**src/rtl/poly_eval_pkg.sv**
```systemverilog
// poly_eval_pkg: shared FSM state encoding and ALU opcodes
package poly_eval_pkg;
  typedef enum logic [1:0] {IDLE, MUL, ADD, DONE} state_t;
  localparam logic OP_MUL = 1'b0;
  localparam logic OP_ADD = 1'b1;
endpackage

```
**src/rtl/poly_alu.sv**
```systemverilog
// poly_alu: shared multiply/add unit with width-overflow detection
module poly_alu
  import poly_eval_pkg::*;
#(
  parameter int WIDTH  = 16,
  parameter bit SIGNED = 1'b0
) (
  input  logic [WIDTH-1:0] a,
  input  logic [WIDTH-1:0] b,
  input  logic             op,
  output logic [WIDTH-1:0] y,
  output logic             ov
);
  logic [2*WIDTH-1:0] w_ae, w_be, w_p;
  logic [WIDTH:0]     w_s;
  // full-precision product and sum, then truncate and flag loss of information
  always_comb begin
    w_ae = {{WIDTH{SIGNED & a[WIDTH-1]}}, a};
    w_be = {{WIDTH{SIGNED & b[WIDTH-1]}}, b};
    w_p  = w_ae * w_be;
    w_s  = {1'b0, a} + {1'b0, b};
    y    = op == OP_MUL ? w_p[WIDTH-1:0] : w_s[WIDTH-1:0];
    ov   = op == OP_MUL
         ? (SIGNED ? !(&w_p[2*WIDTH-1:WIDTH-1] || ~|w_p[2*WIDTH-1:WIDTH-1]) : |w_p[2*WIDTH-1:WIDTH])
         : (SIGNED ? (a[WIDTH-1] == b[WIDTH-1]) && (w_s[WIDTH-1] != a[WIDTH-1]) : w_s[WIDTH]);
  end
endmodule

```
**src/rtl/poly_eval.sv**
```systemverilog
// poly_eval: Horner-rule polynomial evaluator with start/done handshake
module poly_eval
  import poly_eval_pkg::*;
#(
  parameter int WIDTH  = 16,
  parameter int DEGREE = 2,
  parameter bit SIGNED = 1'b0
) (
  input  logic                      clk,
  input  logic                      rst,
  input  logic                      start,
  input  logic [WIDTH-1:0]          x,
  input  logic [(DEGREE+1)*WIDTH-1:0] coef,
  output logic                      busy,
  output logic                      done,
  output logic [WIDTH-1:0]          result,
  output logic                      ovf
);
  localparam int KW = DEGREE > 0 ? $clog2(DEGREE + 1) : 1;
  state_t                     r_state, w_next;
  logic [WIDTH-1:0]           r_x, r_s, r_h, r_result, w_ck, w_a, w_b, w_y;
  logic [DEGREE:0][WIDTH-1:0] r_c;
  logic [KW-1:0]              r_k;
  logic                       r_ovi, r_ovf, w_op, w_ov, w_accept;

  poly_alu #(.WIDTH(WIDTH), .SIGNED(SIGNED)) u_alu (
    .a (w_a),
    .b (w_b),
    .op(w_op),
    .y (w_y),
    .ov(w_ov)
  );

  assign result = r_result;
  assign ovf    = r_ovf;

  // state register
  always_ff @(posedge clk) begin
    if (rst) r_state <= IDLE;
    else     r_state <= w_next;
  end

  // next state, status outputs and ALU operand steering
  always_comb begin
    w_accept = start && (r_state == IDLE || r_state == DONE);
    w_next   = w_accept ? (DEGREE > 0 ? MUL : DONE)
             : r_state == MUL ? ADD
             : r_state == ADD ? (r_k == '0 ? DONE : MUL)
             : r_state == DONE ? IDLE : r_state;
    busy     = r_state == MUL || r_state == ADD;
    done     = r_state == DONE;
    w_ck     = r_c[r_k];
    w_op     = r_state == MUL ? OP_MUL : OP_ADD;
    w_a      = r_state == MUL ? r_s : r_h;
    w_b      = r_state == MUL ? r_x : w_ck;
  end

  // operand capture and Horner accumulation; overflow sticks for the whole evaluation
  always_ff @(posedge clk) begin
    if (rst) begin
      r_x      <= '0;
      r_c      <= '0;
      r_s      <= '0;
      r_h      <= '0;
      r_k      <= '0;
      r_ovi    <= 1'b0;
      r_result <= '0;
      r_ovf    <= 1'b0;
    end else if (w_accept) begin
      r_x   <= x;
      r_c   <= coef;
      r_s   <= coef[DEGREE*WIDTH +: WIDTH];
      r_k   <= KW'(DEGREE > 0 ? DEGREE - 1 : 0);
      r_ovi <= 1'b0;
      if (DEGREE == 0) begin
        r_result <= coef[WIDTH-1:0];
        r_ovf    <= 1'b0;
      end
    end else if (r_state == MUL) begin
      r_h   <= w_y;
      r_ovi <= r_ovi | w_ov;
    end else if (r_state == ADD) begin
      r_s   <= w_y;
      r_ovi <= r_ovi | w_ov;
      if (r_k == '0) begin
        r_result <= w_y;
        r_ovf    <= r_ovi | w_ov;
      end else begin
        r_k <= r_k - 1'b1;
      end
    end
  end
endmodule

```
**config.mk**
```make
export PLATFORM = sky130hd
export DESIGN_NAME = poly_eval
export DESIGN_NICKNAME = d
export VERILOG_FILES = /design/src/rtl/poly_eval_pkg.sv /design/src/rtl/poly_alu.sv /design/src/rtl/poly_eval.sv
export SDC_FILE = /design/constraint.sdc
export NUM_CORES = 1
export LEC_CHECK = 0
export BUFFER_PORTS_ARGS = -buffer_cell sky130_fd_sc_hd__buf_2
export CAP_MARGIN = 30
export CORE_MARGIN = 8
export CORE_UTILIZATION = 60
export DETAILED_ROUTE_END_ITERATION = 8
export GPL_ROUTABILITY_DRIVEN = 1
export PLACE_DENSITY_LB_ADDON = 0.08
export RECOVER_POWER = 100
export REMOVE_ABC_BUFFERS = 1
export SLEW_MARGIN = 0
export SYNTH_ARGS = -nofsm -noshare
export SYNTH_HDL_FRONTEND = slang
export SYNTH_HIERARCHICAL = 1
export SYNTH_SLANG_ARGS = --single-unit
```
**constraint.sdc**
```tcl
create_clock -name clk -period 10.2 [get_ports clk]
set_clock_uncertainty 0.15 [all_clocks]
set_input_delay 3.06 -clock clk [delete_from_list [all_inputs] [get_ports clk]]
set_output_delay 3.06 -clock clk [all_outputs]
set_load 0.005 [all_outputs]
```
======== Word-level counts from Yosys, hierarchy flattened ========
Index checks and enable logic that the tools add are counted.
operators by class
  multiply operators ...................... 1
  reduce and logical (&&, ||, !) cells .... 16
  equality and inequality tests ........... 5
  order comparisons ....................... 1
  muxes and demuxes ....................... 20
  bitwise operators ....................... 4
  add/sub/neg operators ................... 2
operators by type and width
  operator                                                               count
  16-bit two-way mux                                                     7
  16-bit binary-select mux with 2-bit select                             1
  16-bit by 16-bit multiplier with 32-bit output                         1
  16-bit by 16-bit adder with 17-bit output                              1
  16-bit OR reduction                                                    1
  1-bit two-way mux                                                      8
  2-bit two-way mux                                                      4
  3-bit AND reduction                                                    2
  2-bit equality test, second input constant                             2
  2-bit zero test                                                        2
  2-bit != test, second input constant                                   2
  2-bit AND reduction                                                    2
  4-bit AND reduction                                                    1
  2-bit nonzero test                                                     2
  4-bit nonzero test                                                     1
  2-bit by 3-bit < comparator with 1-bit output, second input constant   1
  1-bit inverter                                                         3
  3-bit nonzero test                                                     1
  2-bit by 1-bit equality test with 1-bit output, second input constant  1
  1-bit logical OR                                                       2
  2-bit OR reduction                                                     1
  2-bit by 1-bit subtractor with 2-bit output, second input constant     1
  1-bit logical AND                                                      1
  1-bit bitwise OR                                                       1
storage, ports and cells
  input bits .............................. 67
  bits in registers ....................... 118

======== Depth between registers and ports, before layout ========
  word-level depth ........................ 9
  gate-level depth with buffers ........... 33
  depth with buffers taken out ............ 31

======== By module ========
Netlist, hierarchy kept.
modules (own cells, without submodules)
  module     cells each  area an instance (um^2)  instances  seq. area each (um^2)
  poly_alu   1,124       9,557.9                  1          0.0
  poly_eval  656         5,256.3                  1          2,362.3

======== Least setup slack after synthesis ========
Ideal clock, no wire load.
  path kind ............................... flip-flop to flip-flop
  start ................................... reg r_state[1]
  end ..................................... reg r_ovi
  library setup time ...................... 0.132 ns
  buffers on the path ..................... 3
  cell stages (with the launch flop) ...... 31
  period minus slack after synthesis ...... 7.556 ns
  arrival time ............................ 7.274 ns
  slack ................................... 2.644 ns
  cells stage by stage .................... dfxtp_1 inv_1 ha_1 buf_2 inv_1 clkbuf_1 o21ai_0 clkbuf_1 nand2_1 fa_1 inv_1 fa_1 inv_1 fa_1 fa_1 fa_1 fa_1 inv_1 ha_1 or2b_1 o2111ai_1 a2111oi_0 nand4_1 a2111oi_0 o221ai_1 nor4b_2 nand3_1 nor4_1 a32oi_1 a21oi_1 nor3_1
on the way
  cells in the longest elaborated chain, start to end .. 8
  elaborated cells on any way between the ends .. 17
  classes of those cells .................. add/sub: 1; mul: 1; eq/ne: 3; mux: 5; bitwise: 1; reduce/logical: 6
ends and longest elaborated chain
  what                                                RTL line                          RTL
  start: declaration                                  poly_eval.sv:20                   state_t r_state, w_next;
  start signal: assignment                            poly_eval.sv:40                   else r_state <= w_next;
  2-bit by 1-bit equality test with 1-bit output (*)  poly_eval.sv:54                   w_a = r_state == MUL ? r_s : r_h;
  16-bit two-way mux (*)                              poly_eval.sv:54
  via w_a[14]                                         poly_eval.sv:21                   logic [WIDTH-1:0] r_x, r_s, r_h, r_result, w_ck, w_a, w_b, w_y;
  16-bit by 16-bit multiplier with 32-bit output      poly_alu.sv:20                    w_p = w_ae * w_be;
  16-bit OR reduction                                 poly_alu.sv:24                    ? (SIGNED ? !(&w_p[2*WIDTH-1:WIDTH-1] || ~|w_p[2*WIDTH-1:WIDTH-1]) : |w_p[2*WIDTH-1:WIDTH])
  1-bit two-way mux (*)                               poly_alu.sv:24
  via w_ov                                            poly_eval.sv:24                   logic r_ovi, r_ovf, w_op, w_ov, w_accept;
  1-bit bitwise OR (*)                                poly_eval.sv:81, poly_eval.sv:84
  1-bit two-way mux                                   poly_eval.sv:82                   end else if (r_state == ADD) begin
  1-bit two-way mux (*)                               poly_eval.sv:79                   end else if (r_state == MUL) begin
  end signal: assignment                              poly_eval.sv:81                   r_ovi <= r_ovi | w_ov;
  end signal: assignment                              poly_eval.sv:84                   r_ovi <= r_ovi | w_ov;
  end: declaration                                    poly_eval.sv:24
Mark *: on every way through the listed nets, which the timed path passes. The rest lies on a longest branch. The select of a mux whose other input is x is not followed.
A chain may end at the register's enable or synchronous reset.

======== Final worst setup path ========
  start ................................... reg r_state[1]
  end ..................................... reg r_ovi
on the way
  cells in the longest elaborated chain, start to end .. 8
  elaborated cells on any way between the ends .. 17
  classes of those cells .................. add/sub: 1; mul: 1; eq/ne: 3; mux: 5; bitwise: 1; reduce/logical: 6
ends and longest elaborated chain
  what                                                RTL line                          RTL
  2-bit by 1-bit equality test with 1-bit output (*)  poly_eval.sv:55                   w_b = r_state == MUL ? r_x : w_ck;
  16-bit two-way mux (*)                              poly_eval.sv:55
  via w_b[4]                                          poly_eval.sv:21
  16-bit by 16-bit multiplier with 32-bit output      poly_alu.sv:20
  16-bit OR reduction                                 poly_alu.sv:24
  1-bit two-way mux (*)                               poly_alu.sv:24
  via w_ov                                            poly_eval.sv:24
  1-bit bitwise OR (*)                                poly_eval.sv:81, poly_eval.sv:84
  1-bit two-way mux                                   poly_eval.sv:82
  1-bit two-way mux (*)                               poly_eval.sv:79
Marks and branches as above.

==> out/results.tsv <==
stage	metric	value	unit
worst_hold_path	hp-start	r_c[44]	
floorplanning	ioPinCount	86	
yosys	syn_area	14800	um^2
clock_network	clock_path_buffers	2	
run	maxCapViolCount	3	
clock_network	cts_buffers	17	
placement	numPortBuffers	85	
timing	max_slew.worst_pin.slew	3780	ps
yosys	synth-xor-area-share	0.0171	
critical_path	endpoint_kind	flop	
yosys	syn_avg_cell_area	8.32	um^2
critical_path	crit_fanout	68	
yosys	async_flop_share	0	
critical_path	reg2reg_setup_slack	850	ps
clock_network	cts_tree	yes	
yosys	synthSimpleGateAreaFrac	0.195	
timing	tns	0	ps
yosys	seq_area_frac_synth	0.159	
floorplanning	coreArea	24200	um^2
placement	post-place-cells	2132	
global_routing	grt-ovfl-total	0	
floorplanning	dieWidth	173	um
yosys	synth_fa_ha_area_frac	0.369	
placement	finalWeightedCongestion	0.867	
clock_network	postCtsSetupRepairBufs	0	
clock_network	clock-sinks	118	
timing	finalSetupViolations	0	
floorplanning	die_h	173	um
yosys	postSynthCellCount	1780	
floorplanning	die_area	30000	um^2
clock_network	cts_root_buf	clkbuf_16	
yosys	yosysUniqueCellTypes	80	
critical_path	worstSetupPathType	flop to flop	
yosys	synth-seq-cells	118	
power	irDropWorstVdd	449	uV
critical_path	cp_slowest_stage_delay	620	ps
worst_hold_path	hold_path_end	r_c[44]	
global_routing	grt_pass1_vias	12700	
layout	design_area	16000	um^2
power	fin_total_pwr	5.12	mW
critical_path	required	10240	ps
critical_path	regToRegEndpoint	r_ovi	
placement	dp_hpwl	29700	um
placement	dpl_cell_area	15500	um^2
critical_path	cp_slowest_cell	a21oi_1	
clock_network	cts_resized	0	
critical_path	cp.buffers_inverters	7	
clock_network	insertion_delay	420	ps
clock_network	postCtsHoldBufs	0	
timing	period_needed	9350	ps
global_routing	grt_usage	0.260	
routing	first_pass_iters	5	
floorplanning	rows	57	
routing	vias_per_cell	5.72	
global_routing	antenna_found_initial	1	
routing	drtIter0Drc	989	
timing	rsz0062_at_grt	false	
yosys	synth_compound_area_frac	0.131	
outcome	status	finished with violations	
critical_path	reg2reg_depth	30	
critical_path	cp.depth	30	
critical_path	cp_top_family	adder cells	
layout	nets	2214	
routing	ant_nets	0	
timing	period_share	0.917	
power	power.density	321	nW/um^2
critical_path	start_kind	flop	
critical_path	reg2reg_from	r_state[1]	
yosys	synth_top_family_by_area	adder cells	
timing	hold_viol_final	0	
layout	drive_gt1_frac	0.0968	
yosys	synth_edf_count	0	
routing	routed_wirelength	38800	um
timing	setup_slack	848	ps
power	p_leak	7.12	nW
worst_hold_path	whs_path_depth	2	
clock_network	htreeDepth	4	
layout	area_growth	7.81	%
timing	holdWs	304	ps
routing	routedWlPerCell	17.9	um
yosys	synthMuxAreaShare	0.0283	
routing	drc	0	
yosys	yosysWarnings	6	
layout	final_util	0.659	
outcome	violations	max-capacitance violations, max-slew violations	
global_routing	grt_pass1_wl	64400	um
timing	drv_slew	207	
placement	dp_slack	1480	ps
critical_path	critPathArrivalTime	9390	ps
clock_network	clkTransAtPathRegs	60	ps
global_routing	grt_max_degree	95	
timing	slew_headroom	-1.52	
worst_hold_path	worstHoldPathType	flop to flop	
yosys	ys.flop_type	dfxtp_1	
routing	num_vias	12400	
floorplanning	initial_core_util	0.611	
layout	stdcell_count	2163	
timing	max_freq	0.107	GHz
layout	antenna_cells	0	
cell type report:
class | instances | area (um^2)
Clock buffer | 18 | 439
Clock inverter | 13 | 100
Fill cell | 2123 | 8280
Inverter | 264 | 991
Multi-Input combinational cell | 1300 | 11000
Sequential cell | 118 | 2360
Tap cell | 324 | 405
Timing Repair Buffer | 126 | 718
synthesized netlist by cell type, types with 4 or more instances:
cell	instances	area (um^2)
nand2_1	335	1260
inv_1	263	987
nand4_1	6	37.5
and3_1	4	25.0
nor4_1	6	37.5
and2_1	117	732
buf_2	22	110
nor2_1	48	180
buf_4	4	30.0
nor3_1	10	50.1
o21a_1	5	37.5
xor2_1	15	131
fa_1	195	3900
nand3_1	8	40.0
a21oi_1	137	686
xnor2_1	14	123
a31oi_1	22	138
o21ai_1	5	25.0
or3_1	4	25.0
o21ai_0	35	175
mux2_2	19	214
ha_1	125	1560
dfxtp_1	118	2360
nor2b_1	11	68.8
clkbuf_1	58	218
a221oi_1	16	140
a21o_1	14	105
a221o_1	16	160
mux2i_1	19	190
a211oi_1	6	45.0
o211ai_1	5	37.5
nand2b_1	41	257
buf_6	7	78.8
layout by cell type (no fill, tap or decap), drive strengths merged, types with 19 or more instances in the layout:
cell type / synthesis / final
fa: 195 / 195
nand2: 337 / 337
a31oi: 22 / 22
buf: 36 / 106
clkbuf: 61 / 38
dfxtp: 118 / 118
and2: 117 / 117
ha: 125 / 125
nor2: 48 / 48
mux2: 20 / 20
mux2i: 19 / 19
o21ai: 41 / 41
nand2b: 42 / 42
a21oi: 138 / 138
inv: 263 / 267
state kept, by name (all words and copies together) (netlist names):
signal and cells:
ovf 1, r_c 48, r_h 16, r_k 2
r_ovi 1, r_s 16, r_state 2, r_x 16
result 16
worst max path at each step:
stage / endpoint / startpoint / slack [ps]
final: r_ovi / r_state[1] / 850
after global placement: r_ovi / r_k[1] / 1670
after CTS: r_ovi / r_state[1] / 1450
after floorplan: r_ovi / r_state[1] / 200
after detailed placement: r_ovi / r_state[1] / 1480
after global routing: r_ovi / r_state[1] / 530
routing by layer:
layer / global-route usage / vias to the layer above / part of all wire
met5: 0 / - / 0
met4: 0.0826 / 0 / 0.025
met3: 0.0418 / 66 / 0.068
met2: 0.434 / 437 / 0.49
met1: 0.342 / 6062 / 0.42
li1: - / 5803 / -
logic make-up after synthesis:
group | after synthesis
AOI/OAI and AO/OA | 302
xor gates and xnor gates | 29
adders and majority gates | 320
buffers and inverters | 362
DFF | 118
muxes | 39
and+or+nand+nor | 610
power by group:
group          internal, mW  total, mW  switching [mW]  leakage [nW]
clock network         0.317      0.547           0.230         0.252
logic                  1.41       3.94            2.53          5.90
registers             0.578      0.632          0.0541         0.965
total                  2.31       5.12            2.82          7.12
worst reg2reg max path: cells and delay by family (launching register included):
kind	cells	cell delay (ps)
adder cells (fa/ha/maj)	8	3210
multiplexers	1	270
buffers and inverters	7	1490
AND/OR/NAND/NOR	6	1550
flip-flops	1	330
AO/OA/AOI/OAI	8	2120
(Power assumes the default switching activity.)
